**src/rtl/mbc_power_seq.sv**
```systemverilog
// Always-on power sequencer for the MBUS Bus Controller domain: orders isolation,
// domain reset and header gating on power-down and power-up, with request queuing.
module mbc_power_seq #(
  parameter int ISO_DLY = 2,
  parameter int PWR_DLY = 4,
  parameter int RST_DLY = 2,
  parameter int CNT_W   = 8
) (
  input  logic CLK,
  input  logic RESET,
  input  logic SLEEP_REQ,
  input  logic WAKEUP_REQ,
  output logic MBC_SLEEP,
  output logic MBC_ISOLATE,
  output logic MBC_RESET,
  output logic MBC_AWAKE,
  output logic BUSY
);

  typedef enum logic [2:0] {
    AWAKE   = 3'd0,
    ISO_ON  = 3'd1,
    RST_ON  = 3'd2,
    ASLEEP  = 3'd3,
    PWR_UP  = 3'd4,
    RST_OFF = 3'd5
  } state_e;

  localparam logic [CNT_W-1:0] ISO_LOAD = CNT_W'(ISO_DLY - 1);
  localparam logic [CNT_W-1:0] PWR_LOAD = CNT_W'(PWR_DLY - 1);
  localparam logic [CNT_W-1:0] RST_LOAD = CNT_W'(RST_DLY - 1);

  state_e           state_q, state_d;
  logic [CNT_W-1:0] cnt_q, cnt_d;
  logic             wakePend_q, wakePend_d;
  logic             sleepPend_q, sleepPend_d;
  logic             mbcSleep_q, mbcIsolate_q, mbcReset_q, mbcAwake_q, busy_q;
  logic             sleepEff;

  // A simultaneous wake request always overrides a sleep request.
  assign sleepEff = SLEEP_REQ & ~WAKEUP_REQ;

  always_comb begin
    state_d     = state_q;
    cnt_d       = cnt_q;
    wakePend_d  = wakePend_q;
    sleepPend_d = sleepPend_q;
    case (state_q)
      AWAKE: begin
        if (sleepEff || sleepPend_q) begin
          state_d     = ISO_ON;
          cnt_d       = ISO_LOAD;
          wakePend_d  = 1'b0;
          sleepPend_d = 1'b0;
        end
      end
      ISO_ON, RST_ON: begin
        if (WAKEUP_REQ) begin
          wakePend_d  = 1'b1;
          sleepPend_d = 1'b0;
        end else if (sleepEff) begin
          wakePend_d = 1'b0;
        end
        if (state_q == RST_ON) begin
          state_d = ASLEEP;
        end else if (cnt_q == '0) begin
          state_d = RST_ON;
        end else begin
          cnt_d = cnt_q - CNT_W'(1);
        end
      end
      ASLEEP: begin
        if (WAKEUP_REQ || wakePend_q) begin
          state_d     = PWR_UP;
          cnt_d       = PWR_LOAD;
          wakePend_d  = 1'b0;
          sleepPend_d = 1'b0;
        end
      end
      PWR_UP, RST_OFF: begin
        if (sleepEff) begin
          sleepPend_d = 1'b1;
          wakePend_d  = 1'b0;
        end else if (WAKEUP_REQ) begin
          sleepPend_d = 1'b0;
        end
        if (cnt_q != '0) begin
          cnt_d = cnt_q - CNT_W'(1);
        end else if (state_q == PWR_UP) begin
          state_d = RST_OFF;
          cnt_d   = RST_LOAD;
        end else begin
          state_d = AWAKE;
        end
      end
      default: begin
        state_d = ASLEEP;
        cnt_d   = '0;
      end
    endcase
  end

  // Outputs are registered from the next state so they move on the same edge as the state.
  always_ff @(posedge CLK) begin
    if (RESET) begin
      state_q      <= ASLEEP;
      cnt_q        <= '0;
      wakePend_q   <= 1'b0;
      sleepPend_q  <= 1'b0;
      mbcSleep_q   <= 1'b1;
      mbcIsolate_q <= 1'b1;
      mbcReset_q   <= 1'b1;
      mbcAwake_q   <= 1'b0;
      busy_q       <= 1'b0;
    end else begin
      state_q      <= state_d;
      cnt_q        <= cnt_d;
      wakePend_q   <= wakePend_d;
      sleepPend_q  <= sleepPend_d;
      mbcSleep_q   <= (state_d == ASLEEP);
      mbcIsolate_q <= (state_d != AWAKE);
      mbcReset_q   <= (state_d == RST_ON) || (state_d == ASLEEP) || (state_d == PWR_UP);
      mbcAwake_q   <= (state_d == AWAKE);
      busy_q       <= (state_d != AWAKE) && (state_d != ASLEEP);
    end
  end

  assign MBC_SLEEP   = mbcSleep_q;
  assign MBC_ISOLATE = mbcIsolate_q;
  assign MBC_RESET   = mbcReset_q;
  assign MBC_AWAKE   = mbcAwake_q;
  assign BUSY        = busy_q;

endmodule

```
**config.mk**
```make
export PLATFORM = sky130hd
export DESIGN_NAME = mbc_power_seq
export DESIGN_NICKNAME = d
export VERILOG_FILES = /design/src/rtl/mbc_power_seq.sv
export SDC_FILE = /design/constraint.sdc
export NUM_CORES = 1
export LEC_CHECK = 0
export BUFFER_PORTS_ARGS = -buffer_cell sky130_fd_sc_hd__buf_2
export CORE_MARGIN = 2
export CORE_UTILIZATION = 51
export DETAILED_ROUTE_END_ITERATION = 7
export GPL_TIMING_DRIVEN = 0
export PLACE_DENSITY = 0.82
export SLEW_MARGIN = 40
export SYNTH_ARGS = -nofsm -noshare
export SYNTH_HDL_FRONTEND = slang
export SYNTH_SLANG_ARGS = --single-unit
```
**constraint.sdc**
```tcl
create_clock -name CLK -period 2.2 [get_ports CLK]
set_input_delay 0.11 -clock CLK [delete_from_list [all_inputs] [get_ports CLK]]
set_output_delay 0.11 -clock CLK [all_outputs]
set_load 0.03 [all_outputs]
```
* Word-level counts from Yosys, hierarchy flattened
Index checks and enable logic that the tools add are counted.
Operators by class: reductions and logical operators 15, add/subtract/negate cells 1, bitwise logic cells 2, mux-type cells 22, eq/ne operators 14
Operators with widths (number):
- $mux W8 | 6
- $pmux W8 S4 | 1
- $mux W3 | 6
- $eq A3 B2 Y1 const B | 4
- $pmux W3 S4 | 1
- $eq A3 B3 Y1 const B | 3
- $logic_not A8 Y1 | 1
- $ne A2 B2 Y1 const B | 4
- $pmux W1 S4 | 2
- $reduce_bool A8 Y1 | 1
- $sub A8 B1 Y8 const B | 1
- $logic_not A3 Y1 | 2
- $mux W1 | 6
- $reduce_and A5 Y1 | 1
- $logic_or A1 B1 Y1 | 4
- $reduce_bool A4 Y1 | 1
- $reduce_or A2 Y1 | 2
- $eq A3 B1 Y1 const B | 1
- $ne A3 B2 Y1 const B | 1
- $ne A3 B3 Y1 const B | 1
- $reduce_and A3 Y1 | 1
- $reduce_bool A3 Y1 | 1
- $and A1 B1 Y1 | 1
- $logic_and A1 B1 Y1 | 1
- $not A1 Y1 | 1
Storage, ports and cells: register bits after elaboration 18, input bits 4

* Longest topological paths before layout
Gate-level depths: netlist of run 1.
depth after elaboration 8, gate-level depth with buffers 9

* Worst setup path after synthesis of run 1
Ideal clock, no wire load.
path kind register to register, start point reg cnt_q[2], end point reg cnt_q[7], required time 2.083 ns, stages on the path, launching flop included 7, arrival time 1.995 ns, setup slack 0.088 ns, setup time 0.117 ns, clock period less this slack 2.112 ns, path through dfxtp_1 or4_1 or3_1 buf_6 o221a_1 nor2b_1 a32o_1
On the way: word-level cells in the longest chain between the ends 4, elaborated cells between the ends (all ways) 10, those cells by class add/sub (1); eq/ne (2); mux (4); reduce/logical (3)
RTL lines:
- start: declaration | RTL line 34 | logic [CNT_W-1:0] cnt_q, cnt_d;
- start signal: assignment | RTL line 117 | cnt_q <= cnt_d;
- $sub A8 B1 Y8 | RTL line 69, 88
- $mux W8 | RTL line 66 | end else if (cnt_q == '0) begin
- $mux W8 | RTL line 64 | if (state_q == RST_ON) begin
- $pmux W8 S4 | RTL line 48 | case (state_q)
Several ways; a longest one is shown, not always the timed one. The select of a mux whose other input is x is not followed. A chain may end at the register's enable or synchronous reset.

* Final worst setup path of run 1
start point reg cnt_q[2], end point reg cnt_q[2]
Same word-level chain as after synthesis.

==> results of run 1 <==
metrics by stage:
step | TNS (ns) | util (%) | total power [mW]
after floorplan | 0 | - | 1.35
after global placement | -0.0228 | 56.9 | 1.53
after detailed placement | -0.112 | 56.9 | 1.56
after CTS | 0 | 59.6 | 1.80
after global routing | -0.0350 | 60.7 | 2.05
final | 0 | 60.7 | 1.90
layout by cell type, fill, tap and decap left out, types with 2 or more instances in the layout:
cell type and n:
ha_1 2, nand2_1 4, nand3_1 2, nor2_1 14, nor4_1 2, dfxtp_2 2, clkbuf_4 3, nand2b_1 4
buf_2 11, a21oi_1 8, o21ai_0 16, clkbuf_1 4, and3_1 2, inv_1 6, buf_6 2, nor3_1 4
nor2b_1 3, dfxtp_1 16, a32o_1 4, nor3b_1 3
final cells by class:
| cell class | instances | area (µm²) |
|---|---|---|
| Buffer | 9 | 52.6 |
| Clock buffer | 4 | 36.3 |
| Fill cell | 170 | 756 |
| Inverter | 6 | 22.5 |
| Multi-Input combinational cell | 92 | 611 |
| Sequential cell | 18 | 363 |
| Tap cell | 27 | 33.8 |
| Timing Repair Buffer | 9 | 47.5 |
cell families after synthesis:
kind of cell	after synthesis	synth area share, %
compound gates	42	28.2
flops	18	35.3
fa+ha+maj	2	2.45
simple gates	48	26.6
buf+inv	15	7.36
state kept, by name (all words and copies together), names as in the netlist:
signal,flops
MBC_RESET,1
wakePend_q,1
sleepPend_q,1
state_q,3
MBC_AWAKE,1
cnt_q,8
MBC_ISOLATE,1
BUSY,1
MBC_SLEEP,1
timing repair:
item                                    4_1_cts  5_1_grt
hold endpoints to repair                      0        0
buffers inserted                              1        0
hold buffers                                  0        0
gates resized for setup                       3        5
pin swaps                                     0        1
endpoints found under the setup margin        5        4
metal layers:
metal | up-vias | global-route usage, % | wire [µm]
met5 | - | 0 | 0
met4 | 0 | 8.57 | 44
met3 | 5 | 3.40 | 110
met2 | 31 | 33.6 | 1090
met1 | 459 | 29.9 | 1070
li1 | 487 | - | -
worst min path at each step:
stage,endpoint,from,slack (ns)
finish,sleepPend_q,SLEEP_REQ,0.14
global route,sleepPend_q,SLEEP_REQ,0.15
CTS,sleepPend_q,SLEEP_REQ,0.14
detailed placement,sleepPend_q,SLEEP_REQ,0.47
global placement,sleepPend_q,SLEEP_REQ,0.44
floorplan,sleepPend_q,SLEEP_REQ,0.31
cell usage after synthesis, types with 2 or more instances:
master,count
dfxtp_1,18
o21ai_0,16
nor2_1,14
a21oi_1,8
inv_1,6
a32o_1,5
clkbuf_1,4
nand2_1,4
nand2b_1,4
nor2b_1,4
nor3_1,4
buf_2,3
nor3b_1,3
and3_1,2
buf_6,2
ha_1,2
nand3_1,2
nor4_1,2
power by group:
group / leakage [nW] / total [mW] / switching (mW) / internal (mW)
Sequential: 0.148 / 0.496 / 0.0703 / 0.425
Clock: 0.0210 / 0.210 / 0.109 / 0.101
Combinational: 0.305 / 1.19 / 0.683 / 0.511
Total: 0.475 / 1.90 / 0.862 / 1.04
worst register-to-register path, delay by kind of cell (launching register included):
kind / cells / cell delay (ns)
and+or+nand+nor: 3 / 1.07
AOI/OAI and AO/OA: 2 / 0.53
DFF: 1 / 0.34
buffers and inverters: 1 / 0.15
==> out/results.tsv, run 1 <==
stage	metric	value	unit
critical_path	r2r-start	cnt_q[2]	
critical_path	crit_path_start_kind	flip-flop	
cells_and_area	area_delta_synth_final	14.4	%
critical_path	cp_data_arrival_time	2.38	ns
yosys	ys_seq_area_share	35.3	%
critical_path	path_class	flip-flop to flip-flop	
critical_path	path_cells	or4_4, or3_4, buf_6, o221a_4, nor2b_4, a32o_2	
yosys	synthArstFlopShare	0	%
cts	cts_tree	yes	
grt	gr-total-overflow	0	
min_path	min_path_cells	3	
status	status	finished clean	
grt	grt_max_degree	11	
critical_path	r2r_slack	0.02	ns
critical_path	crit_family	simple AND/OR/NAND/NOR gates	
cells_and_area	design_area	1170	µm²
yosys	syn_area_per_cell	8.16	µm²
cts	cts.sinks	18	
yosys	synth_cell_types	40	
die	io_pins	9	
die	die-area	2370	µm²
cts	clockBufferDepth	2	
place	dpl.cell_count	160	
grt	grt_util_all_layers	21.5	%
cells_and_area	drive_gt1_share	22.5	%
die	dieWidth	48.7	µm
cts	numCtsBuffers	3	
critical_path	crit_path_top_delay_cell	or4_4	
yosys	syn_inst	125	
min_path	hp-class	input port to flip-flop	
routing	vias	982	
grt	antenna_found_initial	0	
grt	grt_pass1_vias	890	
pwr	leakagePower	0.475	nW
sta	skew	0.00110	ns
yosys	netlist_area	1020	µm²
cts	cts_max_level	1	
yosys	netlist.area_leader.share	35.3	%
place	portBuffers	8	
critical_path	worstPathRequired	2.40	ns
yosys	synth.area.top_cells	dfxtp_1 (35%), o21ai_0 (7.9%), nor2_1 (5.2%)	
yosys	synth_seq_cells	18	
routing	ant_nets	0	
yosys	synth.net_count	131	
critical_path	worst-r2r-cell-count	6	
die	die-height	48.7	µm
place	place_hpwl	1610	µm
critical_path	cp-startpoint	cnt_q[2]	
place	place.gp.congestion	0.915	
flow_run	maxCapViolations	0	
routing	route.detailed.drc	0	
yosys	synth_top_area_cell	dfxtp_1	
die	num_rows	16	
yosys	synth_edf_count	0	
routing	drtIter0Drc	33	
cts	clock-root-buffer	clkbuf_4	
sta	slew_viol_final	0	
cells_and_area	stdcell_count	165	
routing	viasPerCell	5.95	
critical_path	critPathMaxFanout	8	
place	pre_cts_ws	-0.0370	ns
routing	wire_per_inst	14.1	µm
sta	tightest_slew	0.567	ns
critical_path	cpPeakStageDelay	0.54	ns
sta	holdWs	0.138	ns
die	coreArea	1920	µm²
sta	period_share	99.2	%
yosys	synth_ff_type	dfxtp_1	
critical_path	reg2reg_to	cnt_q[2]	
sta	slew_headroom	61.9	%
routing	dr.pass1.iters	4	
sta	fin_ws	0.0174	ns
cells_and_area	num-nets-final	145	
pwr	p_per_area	1630	nW/µm²
critical_path	endpoint	cnt_q[2]	
sta	min_period	2.18	ns
routing	finalWirelength	2320	µm
sta	timing.fmax	0.458	GHz
sta	finalHoldViolCount	0	
cts	clk_latency	0.30	ns
critical_path	end_kind	flip-flop	
cts	clkTransAtPathRegs	0.10	ns
die	initial_core_util	53.1	%
place	postPlaceCellArea	1090	µm²
critical_path	path_depth	6	
cells_and_area	n_antenna_cell	0	
yosys	yosysWarnings	0	
pwr	vdd_drop_max	841	µV
sta	setup_violations	0	
grt	grt_pass1_wl	4030	µm
critical_path	crit_buf_inv	1	
Power figures use the tool's default switching activity.
==> run 2: changes to the inputs <==
--- a/config.mk
+++ b/config.mk
@@ -5,12 +5,13 @@
 export SDC_FILE = /design/constraint.sdc
 export NUM_CORES = 1
 export LEC_CHECK = 0
+export ABC_AREA = 1
 export BUFFER_PORTS_ARGS = -buffer_cell sky130_fd_sc_hd__buf_2
 export CORE_MARGIN = 2
-export CORE_UTILIZATION = 51
+export CORE_UTILIZATION = 52
 export DETAILED_ROUTE_END_ITERATION = 7
 export GPL_TIMING_DRIVEN = 0
-export PLACE_DENSITY = 0.82
+export PLACE_DENSITY = 0.83
 export SLEW_MARGIN = 40
 export SYNTH_ARGS = -nofsm -noshare
 export SYNTH_HDL_FRONTEND = slang
==> run 2 against run 1 <==
Compared with the run above: via count increased by 13%; sequential share of layout area decreased by 0.83 points; largest cell class unchanged; first-iteration DRC count increased by 6.1%; synthesized area increased by 5.9%; critical path depth increased by 4; hold slack got worse by 0.11 ns; non-clock buffer count decreased by 7; cell count increased by 31%; critical endpoint is now cnt_q[6].
==> out/results.tsv, run 2 <==
stage	metric	value	unit	change
critical_path	worstPathRequired	2.40	ns	about the same
yosys	netlist.area_leader.share	33.4	%	-2.0 points
die	die-height	49.6	µm	+1.8%
yosys	synth_top_area_cell	dfxtp_1		
sta	setup_tns	0	ns	unchanged
routing	vias	1112		+13%
sta	min_period	1.74	ns	-0.442 ns
cts	cts_setup_buffers	0		-1
sta	period_share	79.1	%	-20 points
yosys	syn_area_per_cell	6.10	µm²	-25%
critical_path	cp_data_arrival_time	1.94	ns	-0.44 ns
critical_path	path_class	flip-flop to flip-flop		
yosys	netlist_area	1080	µm²	+5.9%
sta	finalHoldViolCount	0		unchanged
routing	route.detailed.drc	0		unchanged
cells_and_area	reg.largest.list	cnt_q (8), state_q (3)		
sta	rsz0062_at_grt	false		
flow_run	maxCapViolations	0		unchanged
cts	clock-root-buffer	clkbuf_4		
sta	timing.fmax	0.574	GHz	+25%
grt	antenna_found_initial	0		unchanged
place	portBuffers	8		unchanged
yosys	yosysWarnings	0		unchanged
cts	cts_hold_buffers	0		unchanged
cells_and_area	drive_gt1_share	10.6	%	-12 points
grt	grtUsageMet1	24.8	%	-5.1 points
sta	skew	0.00161	ns	+0.000505 ns
yosys	synth_ff_type	dfxtp_1		
critical_path	crit_path_start_kind	flip-flop		
yosys	synth_seq_cells	18		unchanged
die	coreArea	1960	µm²	+2.1%
cells_and_area	area_delta_synth_final	10.2	%	
critical_path	critPathMaxFanout	10		+2
cts	cts_tree	yes		
grt	grt-busiest-layer	met2		
sta	holdWs	0.0309	ns	-0.107 ns
yosys	yosysMostFrequentCell	nand2_1		
yosys	synth.net_count	183		+40%
critical_path	end_kind	flip-flop		
place	dpl.cell_count	212		+33%
yosys	synth_cell_types	21		-48%
sta	slew_headroom	64.5	%	+2.6 points
cts	clkTransAtPathRegs	0.10	ns	about the same
routing	ant_nets	0		unchanged
sta	slew_viol_final	0		unchanged
cts	cts_resized	0		-3
grt	grt_util_met2	40.2	%	+6.7 points
grt	grt_max_degree	11		unchanged
place	place_hpwl	1840	µm	+14%
grt	grt_util_all_layers	22.0	%	+0.42 points
die	num_rows	16		unchanged
cells_and_area	num-nets-final	196		+35%
cts	cts_max_level	1		unchanged
cells_and_area	largest_register_ffs	8		unchanged
sta	setup_violations	0		unchanged
routing	finalWirelength	2440	µm	+5.2%
yosys	synthArstFlopShare	0	%	unchanged
cts	clk_latency	0.29	ns	about the same
grt	gr-total-overflow	0		unchanged
cts	clockBufferDepth	2		unchanged
grt	grt_pass1_wl	4170	µm	+3.4%
grt	grt_pass1_vias	986		+11%
cts	cts.sinks	18		unchanged
die	dieWidth	49.6	µm	+1.8%
routing	dr.pass1.iters	6		+2
min_path	min_path_cells	3		unchanged
routing	wire_per_inst	11.3	µm	-20%
yosys	synth_edf_count	0		unchanged
status	status	finished clean		
sta	tightest_slew	0.533	ns	-0.0341 ns
min_path	hp-class	input port to flip-flop		
yosys	syn_inst	177		+42%
routing	viasPerCell	5.15		-13%
grt	use_met3	3.64	%	+0.24 points
die	io_pins	9		unchanged
cells_and_area	n_antenna_cell	0		unchanged
die	die-area	2460	µm²	+3.5%
yosys	ys_top_cells_by_count	nand2_1 (57), inv_1 (27), nor2_1 (21)		
critical_path	worst-r2r-cell-count	10		+4
cells_and_area	stdcell_count	216		+31%
place	place.gp.congestion	0.898		-1.8%
die	initial_core_util	55.0	%	+2.0 points
yosys	synth.area.top_cells	dfxtp_1 (33%), nand2_1 (20%), inv_1 (9.4%)		
yosys	ys_seq_area_share	33.4	%	-2.0 points
cells_and_area	final_cell_mix	nand2_1 (57), inv_1 (27), nor2_1 (21)		
cts	numCtsBuffers	3		unchanged
cells_and_area	final_common_cell	nand2_1		
cells_and_area	regMostFlops	cnt_q		
routing	drtIter0Drc	35		+6.1%
==> run 2: cell types whose count changed in the layout (fill, tap and decap cells not counted), moves of 4 or more <==
| cell | previous run | this run |
|---|---|---|
| inv_1 | 6 | 27 |
| nand4_1 | 0 | 4 |
| nand2b_1 | 4 | 0 |
| nand2_1 | 4 | 57 |
| nand3_1 | 2 | 14 |
| nor2_1 | 14 | 21 |
| o21ai_0 | 16 | 8 |
| a32o_1 | 4 | 0 |
==> run 2: layer usage <==
| metal | wire [µm] | part of all wire, % | up-vias |
|---|---|---|---|
| met4 | 50 | 2.0 | 0 |
| li1 | - | - | 573 |
| met2 | 1250 | 51 | 38 |
| met3 | 89 | 3.6 | 8 |
| met5 | 0 | 0 | - |
| met1 | 1050 | 43 | 493 |
==> run 2: cell type report <==
class,count,area [µm²]
clock buffer,4,36.3
buffer,3,13.8
sequential,18,360
multi-input combinational,128,601
tap,27,33.8
inverter,28,105
fill,205,772
timing repair buffer,8,40.0
==> run 2: through the flow <==
step / worst slack (ns) / instance area, µm² / utilization, %
after detailed placement: 0.486 / 1150 / 58.8
after floorplan: 0.754 / 1080 / -
after global routing: 0.318 / 1190 / 60.7
after global placement: 0.539 / 1150 / 58.8
final: 0.459 / 1190 / 60.7
after CTS: 0.466 / 1190 / 60.7
==> run 2: critical path, cell delays in order, from the launching register on <==
cell	delay [ns]
dfxtp_1	0.37
inv_1	0.10
ha_1	0.21
nand3_1	0.11
inv_1	0.09
nand2_4	0.13
nor2_4	0.05
nor2_4	0.24
inv_2	0.14
o21ai_1	0.16
nor2_1	0.05
==> run 2: cells by family (layout without fill, tap and decap cells) <==
group / count (synthesis) / after routing / share of synthesized area, %
flops: 18 / 18 / 33.4
compound gates: 21 / 21 / 10.2
simple gates: 102 / 102 / 40.7
buf+inv: 31 / 43 / 11.0
xor+xnor: 3 / 3 / 2.43
fa+ha+maj: 2 / 2 / 2.32
==> run 2: worst paths after layout <==
kind                             startpoint          end  slack [ns]
worst max-delay path               cnt_q[0]     cnt_q[6]        0.46
worst min-delay path                  RESET   state_q[1]        0.03
worst max register to register     cnt_q[0]     cnt_q[6]        0.46
worst min register to register  sleepPend_q  sleepPend_q        0.46
Power of run 2 is left out: the tool's default activity adds up to more than one toggle a clock period on the data nets, which glitch-free logic cannot reach.
==> run 3: changes to the inputs <==
--- a/config.mk
+++ b/config.mk
@@ -5,13 +5,13 @@
 export SDC_FILE = /design/constraint.sdc
 export NUM_CORES = 1
 export LEC_CHECK = 0
-export ABC_AREA = 1
+export ABC_AREA = 0
 export BUFFER_PORTS_ARGS = -buffer_cell sky130_fd_sc_hd__buf_2
 export CORE_MARGIN = 2
-export CORE_UTILIZATION = 52
+export CORE_UTILIZATION = 55
 export DETAILED_ROUTE_END_ITERATION = 7
 export GPL_TIMING_DRIVEN = 0
-export PLACE_DENSITY = 0.83
+export PLACE_DENSITY = 0.84
 export SLEW_MARGIN = 40
 export SYNTH_ARGS = -nofsm -noshare
 export SYNTH_HDL_FRONTEND = slang
==> constraint.sdc (replaced) <==
create_clock -name CLK -period 1.79 [get_ports CLK]
set_input_delay 0.0895 -clock CLK [delete_from_list [all_inputs] [get_ports CLK]]
set_output_delay 0.0895 -clock CLK [all_outputs]
set_load 0.03 [all_outputs]
==> run 3 against run 2 <==
Compared with the run above: the flow now finishes with violations (negative setup slack); worst setup slack got worse by 0.68 ns; routed wire length decreased by 7.1%; cell count decreased by 24%; sequential share of layout area decreased by 0.076 points; final area increased by 0.95%; critical path depth decreased by 5; first-iteration DRC count decreased by 23%; register-to-register slack got worse by 0.68 ns; critical path type unchanged; critical endpoint is now cnt_q[4].
==> out/results.tsv, run 3 (synthesis results as in run 1) <==
stage	metric	value	unit	change
critical_path	cp_data_arrival_time	2.22	ns	+0.28 ns
grt	grt_pass1_wl	3750	µm	-10%
cells_and_area	area_delta_synth_final	17.8	%	
sta	tightest_slew	0.536	ns	+0.00310 ns
grt	grt_pass1_vias	815		-17%
place	dpl.cell_count	158		-25%
status	failed_checks	negative setup slack		
routing	vias	978		-12%
sta	min_period	2.01	ns	+0.270 ns
critical_path	crit_path_top_delay_cell	or4_4		
cts	clk_latency	0.30	ns	about the same
sta	holdWs	0.0900	ns	+0.0591 ns
die	io_pins	9		unchanged
place	portBuffers	8		unchanged
sta	slew_headroom	64.0	%	-0.51 points
critical_path	path_cells	or4_4, or3_4, o221a_4, nor2b_4, a32o_1		
sta	timing.fmax	0.497	GHz	-13%
grt	grt_max_degree	11		unchanged
die	dieWidth	47.1	µm	-5.1%
status	status	finished with violations		
cts	cts_tree	yes		
cells_and_area	drive_gt1_share	27.1	%	+17 points
grt	gr-total-overflow	0		unchanged
cells_and_area	regMostFlops	cnt_q		
sta	rsz0062_at_grt	true		
cts	cts.sinks	18		unchanged
critical_path	crit_path_start_kind	flip-flop		
cts	cts_max_level	1		unchanged
place	place_hpwl	1610	µm	-12%
die	initial_core_util	59.1	%	+4.0 points
routing	drtIter0Drc	27		-23%
die	num_rows	15		-1
pwr	p_per_area	2090	nW/µm²	
routing	wire_per_inst	13.7	µm	+22%
place	place.gp.congestion	0.885		-1.5%
cts	clkTransAtPathRegs	0.11	ns	about the same
cts	clock-root-buffer	clkbuf_4		
cells_and_area	stdcell_count	165		-24%
cts	numCtsBuffers	3		unchanged
sta	setup_tns	-2.19	ns	-2.19 ns
cells_and_area	final_cell_mix	dfxtp_1 (16), buf_2 (11), nor2_1 (11)		
pwr	vdd_drop_max	1050	µV	
cells_and_area	design_area	1200	µm²	+0.95%
place	pre_cts_ws	-0.327	ns	-0.813 ns
grt	antenna_found_initial	0		unchanged
cells_and_area	final_common_cell	dfxtp_1		
min_path	hp-class	input port to flip-flop		
sta	setup_violations	15		+15
critical_path	cpPeakStageDelay	0.54	ns	+0.17 ns
die	die-height	47.1	µm	-5.1%
cells_and_area	num-nets-final	147		-25%
grt	grt_util_all_layers	23.6	%	+1.6 points
routing	ant_nets	0		unchanged
die	die-area	2210	µm²	-9.9%
critical_path	crit_buf_inv	0		-3
critical_path	worstPathRequired	2.00	ns	-0.40 ns
cells_and_area	largest_register_ffs	8		unchanged
flow_run	maxCapViolations	0		unchanged
die	coreArea	1730	µm²	-12%
critical_path	path_class	flip-flop to flip-flop		
cells_and_area	final_util	69.6	%	+8.9 points
sta	finalHoldViolCount	0		unchanged
place	postPlaceCellArea	1110	µm²	-4.1%
critical_path	crit_family	simple AND/OR/NAND/NOR gates		
critical_path	end_kind	flip-flop		
cells_and_area	reg.largest.list	cnt_q (8), state_q (3)		
cells_and_area	n_antenna_cell	0		unchanged
sta	period_share	112	%	+33 points
sta	slew_viol_final	0		unchanged
routing	viasPerCell	5.93		+15%
cts	clockBufferDepth	2		unchanged
sta	skew	0.00519	ns	+0.00359 ns
pwr	leakagePower	0.481	nW	
sta	fin_ws	-0.221	ns	-0.680 ns
critical_path	critPathMaxFanout	5		-5
routing	finalWirelength	2270	µm	-7.1%
pwr	p_total	2.51	mW	
routing	dr.pass1.iters	5		-1
routing	route.detailed.drc	0		unchanged
[run 3: changes by cell type in the layout (fill, tap and decap cells not counted), sizes merged, moves of 4 or more]
cell and delta:
nand2 -54, inv -22, nand3 -12, nor2 -10, o21ai +8, buf +6, a32o +5, nand2b +4
nand4 -4, nor2b +4
[run 3: path summary, 6_finish.rpt]
check,startpoint,endpoint,slack [ns],depth (start not counted)
setup / recovery,cnt_q[5],cnt_q[4],-0.22,5
hold / removal,SLEEP_REQ,sleepPend_q,0.09,3
setup reg to reg,cnt_q[5],cnt_q[4],-0.22,5
hold reg to reg,cnt_q[3],cnt_q[3],0.55,1
[run 3: timing repair]
action / in CTS / in global routing
pin swaps: 6 / 6
hold buffers: 0 / 0
endpoints found under the setup margin: 14 / 15
setup buffers: 3 / 1
resized for setup: 8 / 9
[run 3: cell type report]
type	instances	area, µm²
clock buffer	4	36.3
sequential	18	363
fill	131	526
timing repair buffer	12	73.8
tap	25	31.3
multi-input combinational	92	633
inverter	6	22.5
buffer	8	41.3
[run 3: layer usage]
layer | track usage, % | share of wire [%]
met5 | 0 | 0
met4 | 6.67 | 1.5
met3 | 3.46 | 4.5
met2 | 35.6 | 46
met1 | 34.9 | 48
[run 3: tightest hold or removal path: cells and delay by family]
| kind | cells | cell delay, ns |
|---|---|---|
| AOI/OAI and AO/OA | 1 | 0.11 |
| buffers and inverters | 1 | 0.10 |
| and+or+nand+nor | 1 | 0.05 |
[run 3: power breakdown]
group / total [mW] / switching, mW / internal [mW] / leakage (nW)
sequential: 0.614 / 0.0918 / 0.523 / 0.148
clock: 0.262 / 0.137 / 0.124 / 0.0210
combinational: 1.63 / 0.912 / 0.723 / 0.312
total: 2.51 / 1.14 / 1.37 / 0.481
